--- src/rtl/minibus_pkg.sv ---
// Purpose : shared minibus packet types, arbiter FSM encoding and constants.
// Latency : n/a (types and constants only).
// Backpressure: n/a.
//
// Contents: word_t, minibus_req_pack (addr, wdata, ren, wen),
//           minibus_res_pack (rdata, ready), minibus_arb_state_e,
//           MINIBUS_TIMEOUT_RDATA (read data returned on a forced completion).
package minibus_pkg;

   typedef logic [31:0] word_t;

   typedef struct packed {
      word_t addr;
      word_t wdata;
      logic  ren;
      logic  wen;
   } minibus_req_pack;

   typedef struct packed {
      word_t rdata;
      logic  ready;
   } minibus_res_pack;

   typedef enum logic {ARB_IDLE, ARB_OWNED} minibus_arb_state_e;

   localparam word_t MINIBUS_TIMEOUT_RDATA = 32'hDEAD_BEEF;

endpackage

--- src/rtl/minibus_arbiter_rr_picker.sv ---
// Purpose : round-robin picker, first set bit strictly after 'last', wrapping mod N.
// Latency : combinational, 0 cycles.
// Backpressure: none; pure function of its inputs.
//
// Ports: req_vec [N]  request bits
//        last         index of the previous winner (search starts at last+1)
//        pick         winning index (0 when nothing is valid)
//        any_valid    at least one request bit set
module rr_picker #(
   parameter int N = 4
) (
   input  logic [N-1:0]         req_vec,
   input  logic [$clog2(N)-1:0] last,
   output logic [$clog2(N)-1:0] pick,
   output logic                 any_valid
);

   localparam int W = $clog2(N);

   logic [W-1:0] idx;

   // Walk offsets from farthest to nearest so the nearest valid index,
   // counting forward from last+1, is the one left standing in 'pick'.
   always_comb begin
      pick      = '0;
      idx       = '0;
      any_valid = |req_vec;
      for (int off = N; off >= 1; off--) begin
         idx = W'((int'(last) + off) % N);
         if (req_vec[idx]) begin
            pick = idx;
         end
      end
   end

endmodule

--- src/rtl/minibus_arbiter.sv ---
// Purpose : shares one minibus master port among MASTER_COUNT requesters, round-robin, grant held per transaction.
// Latency : 1 idle arbitration cycle before a grant; slave response forwarded combinationally while owned.
// Backpressure: a requester holds its packet until its m_res.ready; the grant is held until s_res.ready (or timeout).
//
// Ports: clk, rst (synchronous, active-high)
//        m_req[N] / m_res[N]  requester side packets
//        s_req / s_res        single master port toward the decoder
//        grant_id             current / last owner
//        busy                 transaction in flight
//        timeout_flag         sticky forced-completion indicator
// Optional: define MINIBUS_ARB_TIMEOUT_EN to force completion after TIMEOUT_CYCLES stalled cycles.
module minibus_arbiter
   import minibus_pkg::*;
#(
   parameter int MASTER_COUNT   = 4,
   parameter int TIMEOUT_CYCLES = 256
) (
   input  logic                            clk,
   input  logic                            rst,
   input  minibus_req_pack                 m_req [MASTER_COUNT],
   output minibus_res_pack                 m_res [MASTER_COUNT],
   output minibus_req_pack                 s_req,
   input  minibus_res_pack                 s_res,
   output logic [$clog2(MASTER_COUNT)-1:0] grant_id,
   output logic                            busy,
   output logic                            timeout_flag
);

   localparam int GW = $clog2(MASTER_COUNT);

   if (MASTER_COUNT < 2 || MASTER_COUNT > 8) begin : g_bad_count
      $error("minibus_arbiter: MASTER_COUNT must be 2..8");
   end
   if (TIMEOUT_CYCLES < 1) begin : g_bad_timeout
      $error("minibus_arbiter: TIMEOUT_CYCLES must be >= 1");
   end

   minibus_arb_state_e state, state_nxt;
   logic [GW-1:0]      grant_q;
   logic [GW-1:0]      last_grant;
   logic [MASTER_COUNT-1:0] req_vec;
   logic [GW-1:0]      pick_idx;
   logic               pick_vld;
   logic               to_fire;
   logic               done;

   always_comb begin
      req_vec = '0;
      for (int k = 0; k < MASTER_COUNT; k++) begin
         req_vec[k] = m_req[k].ren | m_req[k].wen;
      end
   end

   rr_picker #(.N(MASTER_COUNT)) u_pick (
      .req_vec   (req_vec),
      .last      (last_grant),
      .pick      (pick_idx),
      .any_valid (pick_vld)
   );

`ifdef MINIBUS_ARB_TIMEOUT_EN
   localparam int CW = $clog2(TIMEOUT_CYCLES + 1);

   logic [CW-1:0] to_cnt;
   logic          to_flag_q;

   // Fires on the stalled cycle that brings the count to TIMEOUT_CYCLES,
   // so the forced completion lands on OWNED cycle number TIMEOUT_CYCLES.
   assign to_fire = (state == ARB_OWNED) && !s_res.ready &&
                    (to_cnt == CW'(TIMEOUT_CYCLES - 1));

   always_ff @(posedge clk) begin
      if (rst) begin
         to_cnt    <= '0;
         to_flag_q <= 1'b0;
      end else begin
         // Held at zero in IDLE, so it is already clear on entry to OWNED.
         if (state == ARB_IDLE) begin
            to_cnt <= '0;
         end else if (!s_res.ready) begin
            to_cnt <= to_cnt + CW'(1);
         end
         if (to_fire) begin
            to_flag_q <= 1'b1;
         end
      end
   end

   assign timeout_flag = to_flag_q;
`else
   assign to_fire      = 1'b0;
   assign timeout_flag = 1'b0;
`endif

   assign done = (state == ARB_OWNED) && (s_res.ready || to_fire);

   always_comb begin
      state_nxt = state;
      case (state)
         ARB_IDLE:  if (pick_vld) state_nxt = ARB_OWNED;
         ARB_OWNED: if (done)     state_nxt = ARB_IDLE;
         default:                 state_nxt = ARB_IDLE;
      endcase
   end

   // Mux toward the slave and demux back to the owner. The response path is
   // blanked during rst so an abandoned transaction never sees a ready.
   always_comb begin
      s_req = '0;
      for (int k = 0; k < MASTER_COUNT; k++) begin
         m_res[k] = '0;
      end
      for (int k = 0; k < MASTER_COUNT; k++) begin
         if (state == ARB_OWNED && GW'(k) == grant_q) begin
            if (!to_fire) begin
               s_req = m_req[k];
            end
            if (!rst) begin
               if (to_fire) begin
                  m_res[k].rdata = MINIBUS_TIMEOUT_RDATA;
                  m_res[k].ready = 1'b1;
               end else begin
                  m_res[k] = s_res;
               end
            end
         end
      end
   end

   always_ff @(posedge clk) begin
      if (rst) begin
         state      <= ARB_IDLE;
         grant_q    <= '0;
         last_grant <= GW'(MASTER_COUNT - 1);
      end else begin
         state <= state_nxt;
         if (state == ARB_IDLE && pick_vld) begin
            grant_q <= pick_idx;
         end
         if (done) begin
            last_grant <= grant_q;
         end
      end
   end

   assign grant_id = grant_q;
   assign busy     = (state == ARB_OWNED);

endmodule
--- config.mk ---
export PLATFORM = sky130hd
export DESIGN_NAME = minibus_arbiter
export DESIGN_NICKNAME = d
export VERILOG_FILES = /design/src/rtl/minibus_pkg.sv /design/src/rtl/minibus_arbiter_rr_picker.sv /design/src/rtl/minibus_arbiter.sv
export SDC_FILE = /design/constraint.sdc
export NUM_CORES = 1
export LEC_CHECK = 0
export ABC_AREA = 1
export CAP_MARGIN = 10
export CORE_AREA = 2 2 194 196
export DETAILED_ROUTE_END_ITERATION = 10
export DIE_AREA = 0 0 196 198
export PLACE_DENSITY = 0.37
export SYNTH_ARGS = -nofsm -noshare
export SYNTH_HDL_FRONTEND = slang
export SYNTH_SLANG_ARGS = --single-unit
export TNS_END_PERCENT = 20
--- constraint.sdc ---
create_clock -name clk -period 1.65 [get_ports clk]
set_input_delay 0.33 -clock clk [delete_from_list [all_inputs] [get_ports clk]]
set_output_delay 0.33 -clock clk [all_outputs]
set_load 0.005 [all_outputs]
Word-level counts from Yosys, hierarchy flattened
Index checks and enable logic that the tools add are counted.
- shift operators: 0
- multiplexer cells: 24
- add/subtract/negate cells: 4
- eq/ne operators: 3
- $lt $le $gt $ge: 4
- divide/modulo/power cells: 0
- reductions and logical operators: 8
- bitwise operators: 5
- multipliers: 0
- operators by type and width (kind ; number):
    $mux W66 ; 4
    $mux W33 ; 5
    $lt A2 B3 Y1 const B ; 4
    $bmux W1 S2 ; 4
    $mux W2 ; 4
    $logic_and A1 B1 Y1 ; 6
    $mux W1 ; 6
    $add A2 B1 Y2 const B ; 2
    $add A2 B2 Y2 const B ; 2
    $eq A2 B2 Y1 const A ; 2
    $or A1 B1 Y1 ; 4
    $reduce_or A4 Y1 ; 1
    $eq A1 B2 Y1 const A ; 1
    $logic_not A2 Y1 ; 1
    $pmux W1 S2 ; 1
    $not A1 Y1 ; 1
- output and inout port bits: 202
- logic and storage cells: 51
- memories: 0
- memory bits (read-only): 0
- register bits after elaboration: 5
- latch bits: 0
- RAM bits: 0

Depth between registers and ports, before layout
Gate-level depths: netlist of the first run.
- depth after elaboration: 7
- mapped depth: 11
- depth with buffers taken out: 10

Modules after synthesis
A second synthesis of the first run with hierarchy kept.
- cells, all modules: 685
- area total of the unflattened synthesis: 3698.5 µm²
- by module, submodules not included (module ; cells an instance ; times used ; area an instance (µm²) ; sequential area each (µm²)):
    minibus_arbiter ; 634 ; 1 ; 3432.0 ; 100.1
    rr_picker ; 51 ; 1 ; 266.5 ; 0.0

Worst setup path after synthesis of the first run
No wires, ideal clock.
- kind: register -> output
- start: register state, in the netlist busy
- end: output port s_req[45] in the netlist's numbering
- required time: 1.320 ns
- arrival: 1.271 ns
- cell stages (with the launch flop): 8
- path slack: 0.049 ns
- path buffers: 3
- cells stage by stage: dfxtp_1 > buf_2 > inv_2 > nor2_2 > buf_4 > buf_4 > nand3_1 > a31oi_1
- RTL lines (element ; RTL line ; source):
    start, declared ; minibus_arbiter.sv:38 ; minibus_arb_state_e state, state_nxt;
    start signal, assigned ; minibus_arbiter.sv:136 ; state <= state_nxt;
    end, declared ; minibus_arbiter.sv:22 ; output minibus_req_pack s_req,

==> out/results.md, run 1 <==
| Group | Metric | This run |
| --- | --- | --- |
| yosys | Syn nets | 897 |
| critical path | Origin of the critical flop-to-flop path | last_grant[0]$_SDFFE_PP1P_ |
| global routing | GRT overflow | 0 |
| run | Max-capacitance violation count | 0 |
| global routing | M3 GR Usage | 3.29% |
| critical path | Category of the worst setup path capture point | output pin |
| layout | Layout area overhead | 242% |
| sta | Final Hold Viols | 0 |
| worst hold path | Type of the worst min-delay path | in -> reg |
| layout | Fraction of layout cells with a size suffix above 1 | 43.7% |
| critical path | Library cell contributing the largest single delay on the critical path | sky130_fd_sc_hd__dfxtp_4 |
| placement | Number of buffers inserted by port buffering | 499 |
| global routing | Number of antenna violations at the first check in global routing | 2 |
| layout | Commonest non-fill, non-tap cell in the layout | sky130_fd_sc_hd__clkdlybuf4s50_1 |
| sta | Crit share post-route | 124% |
| yosys | Count of flip-flops with a built-in enable after synthesis | 0 |
| critical path | CP Launch Type | register |
| route | Routed wire per std cell | 20.7 um |
| sta | Final worst path period need | 2.05 ns |
| route | Sum of routed wire length over all layers | 33.8 mm |
| critical path | Critical path data required time | 1.32 ns |
| floorplanning | Die boundary width | 196 um |
| power | Power share of the combinational group | 84.4% |
| route | Number of vias after detailed routing | 6775 |
| clock tree | Clock Pin Slew Worst Setup and Hold Paths | 0.03 ns |
| clock tree | # H-tree levels | 1 |
| status | Run status | finished with violations |
| floorplanning | Total die area | 0.0388 sq mm |
| power | Power dissipated by switching net loads | 1.45 mW |
| power | Seq pwr share | 4.5% |
| layout | Fin cells | 1635 |
| global routing | Met2 GRT Util | 29.7% |
| route | Post-DR vias/cell | 4.14 |
| placement | Placer Congestion | 0.792 |
| critical path | Worst path cell trace | buf_6 -> nor2_4 -> buf_12 -> buf_12 -> buf_12 -> buf_6 -> nand3_2 -> a31oi_1 -> buf_2 |
| layout | Ant. Diodes | 0 |
| route | Violation count after the first detailed-routing iteration | 248 |
| power | Post-layout total power | 3.61 mW |
| sta | Maximum frequency from static timing analysis | 488 MHz |
| critical path | Worst path buffer plus inverter count | 6 |
| layout | Most frequent cells in the layout | sky130_fd_sc_hd__clkdlybuf4s50_1, sky130_fd_sc_hd__buf_2, sky130_fd_sc_hd__nand3_1 |
| yosys | Flops & latches, synth | 5 |
| global routing | Global-route wire length before repair | 45.0 mm |
| clock tree | Root buffer cell | sky130_fd_sc_hd__clkbuf_16 |
| yosys | Synthesized cell area | 0.00293 sq mm |
| yosys | Sequential fraction of the synthesis area | 3.42% |
| status | Violations in the final reports | negative setup slack |
| critical path | Crit-path max FO | 8 |
| floorplanning | Starting density of the core | 7.93% |
| power | Internal power | 2.16 mW |
| sta | RSZ-0062 raised after global routing | true |
| clock tree | Clock tree from TritonCTS | yes |
| yosys | Post-synthesis async set-or-reset flop share | 0% |
| sta | Number of endpoints failing setup at the final stage | 196 |
| yosys | Synthesized instance count | 598 |
| clock tree | Clk Latency, worst-skew pair | 0.23 ns |
| route | Count of antenna-violating nets left after detailed routing | 0 |
| sta | Number of max-slew violations in the final report | 0 |
| yosys | Number of distinct standard cells referenced by the synthesized netlist | 22 |
| global routing | Largest net degree at the start of global routing | 39 |
| global routing | Met1 track demand over resource | 18.3% |
| clock tree | CTS max path bufs | 2 |
| placement | Post-detailed-placement half-perimeter wirelength | 23.6 mm |
| route | 1st-pass router iterations | 5 |
| sta | Hold_ws | 0.545 ns |
| power | Maximum ir drop on the vdd rail | 0.203 mV |
| power | Proportion of power drawn by the clock network | 11.1% |
| floorplanning | Std-Cell Core Area | 0.0370 sq mm |
| yosys | Post-synthesis average cell area | 4.90 sq um |
| critical path | Crit path kind | reg -> out |
| global routing | Layer with the highest usage after global routing | met2 |
| sta | PnR worst setup slack | -0.400 ns |
| global routing | Total track usage | 15.6% |
| power | Leakage component of the power | 4.40 nW |
| global routing | Number of global-route vias before repair | 6763 |
| route | # DRC | 0 |
| critical path | Most frequent cell on the critical path | sky130_fd_sc_hd__buf_12 |
| layout | Number of nets at the end of the flow | 1461 |
| placement | DP Cell Count | 1569 |
| yosys | Most used DFF post-synth | sky130_fd_sc_hd__dfxtp_1 |
| power | Power per cell area | 360 mW/mm^2 |
| power | Fraction of power spent switching nets | 40.1% |
| critical path | Critical path startpoint | grant_id[1]$_SDFFE_PP0P_ |
| floorplanning | Number of primary I/O pins | 501 |
| sta | Worst-case clock skew | 0.00187 ns |
| critical path | Largest stage delay on the critical path | 0.34 ns |
| clock tree | Clock Sink Count | 5 |
| floorplanning | Die Span Y | 198 um |
| clock tree | Number of CTS-inserted buffers | 3 |
| critical path | Arrival @ worst endpoint | 1.72 ns |
| worst hold path | Hold path startpoint | rst |
| floorplanning | Std-Cell Rows | 71 |
| yosys | Synth warnings | 0 |
| critical path | Cell type group with the largest total delay on the critical path | buffers and inverters |
-- routing by layer --
metal  part of all wire (%)  vias up  routed length, um
li1                       -     3238                  -
met1                     41     3189              13800
met2                     51      314              17200
met3                    6.7       30               2270
met4                    1.4        4                481
met5                  0.068        -                 23
-- synth_stat cells, types with 2 or more instances --
library cell / count / share of area [%]
sky130_fd_sc_hd__a21oi_1: 4 / 0.68
sky130_fd_sc_hd__o22ai_1: 40 / 8.5
sky130_fd_sc_hd__inv_2: 3 / 0.38
sky130_fd_sc_hd__nor2_1: 138 / 18
sky130_fd_sc_hd__buf_1: 7 / 0.90
sky130_fd_sc_hd__a31oi_1: 41 / 8.8
sky130_fd_sc_hd__nand2_1: 92 / 12
sky130_fd_sc_hd__buf_4: 8 / 2.0
sky130_fd_sc_hd__nand4_1: 3 / 0.64
sky130_fd_sc_hd__nor2_4: 2 / 0.77
sky130_fd_sc_hd__o2111ai_1: 26 / 7.8
sky130_fd_sc_hd__clkbuf_1: 32 / 4.1
sky130_fd_sc_hd__nand3_1: 141 / 24
sky130_fd_sc_hd__inv_1: 31 / 4.0
sky130_fd_sc_hd__dfxtp_1: 5 / 3.4
sky130_fd_sc_hd__buf_2: 19 / 3.2
-- cell type report --
type	instances	area (sq um)
well taps	474	593
flip-flops and latches	5	111
fillers	4156	26900
clock buffers	4	78.8
inverters	35	139
multi-input cells	492	3230
repair buffers	625	5880
-- tightest hold or removal path, stage by stage --
cell	delay (ns)
sky130_fd_sc_hd__clkdlybuf4s15_2	0.23
sky130_fd_sc_hd__buf_4	0.14
sky130_fd_sc_hd__a21oi_2	0.03
-- through the flow --
stage          setup TNS (ns)  cell area (sq um)  setup slack [ns]  utilization, %
2_1_floorplan               0               2930            0.0489               -
3_3_place_gp          -110.38               8930            -0.669            24.2
3_5_place_dp          -110.41               8930            -0.674            24.2
4_1_cts                -48.47               9760            -0.395            26.4
5_1_grt                -56.99              10000            -0.462            27.1
6_report               -43.48              10000            -0.400            27.1
-- logic make-up after synthesis --
logic type / synth area share (%)
flops: 3.42
simple gates: 55.4
other cells: 0.128
compound gates: 26.3
buf+inv: 14.8
-- state kept, by name (all words and copies together) (netlist names) --
| signal | count |
|---|---|
| busy | 1 |
| grant_id | 2 |
| last_grant | 2 |
-- power by group through the flow --
stage	sequential [mW]	clock (mW)	combinational, mW
finish	0.164	0.399	3.04
global route	0.168	0.415	3.25
CTS	0.159	0.406	2.86
detailed placement	0.161	0	2.55
global placement	0.162	0	2.57
floorplan	0.142	0	0.759
-- repair_timing --
item / 4_1_cts / 5_1_grt
hold buffers: 0 / 0
setup buffers: 42 / 3
endpoints found under the hold margin: 0 / 0
gates resized for setup: 745 / 306
endpoints found under the setup margin: 200 / 203
pin swaps: 44 / 30
gates cloned: 16 / 5
-- final timing paths --
kind | end | slack [ns] | cells past startpoint
min reg2reg | grant_id[0]$_SDFFE_PP0P_ | 0.71 | 3
min | grant_id[0]$_SDFFE_PP0P_ | 0.54 | 3
max | s_req[56] | -0.40 | 9
max reg2reg | grant_id[0]$_SDFFE_PP0P_ | 0.21 | 10
Power figures use the tool's default switching activity.
==> run 2: changes to the inputs <==
--- a/config.mk
+++ b/config.mk
@@ -6,7 +6,7 @@
 export NUM_CORES = 1
 export LEC_CHECK = 0
 export ABC_AREA = 1
-export CAP_MARGIN = 10
+export CAP_MARGIN = 40
 export CORE_AREA = 2 2 194 196
 export DETAILED_ROUTE_END_ITERATION = 10
 export DIE_AREA = 0 0 196 198
==> results of run 2 <==
Final layout, timing and power as in run 1 (identical DEF).
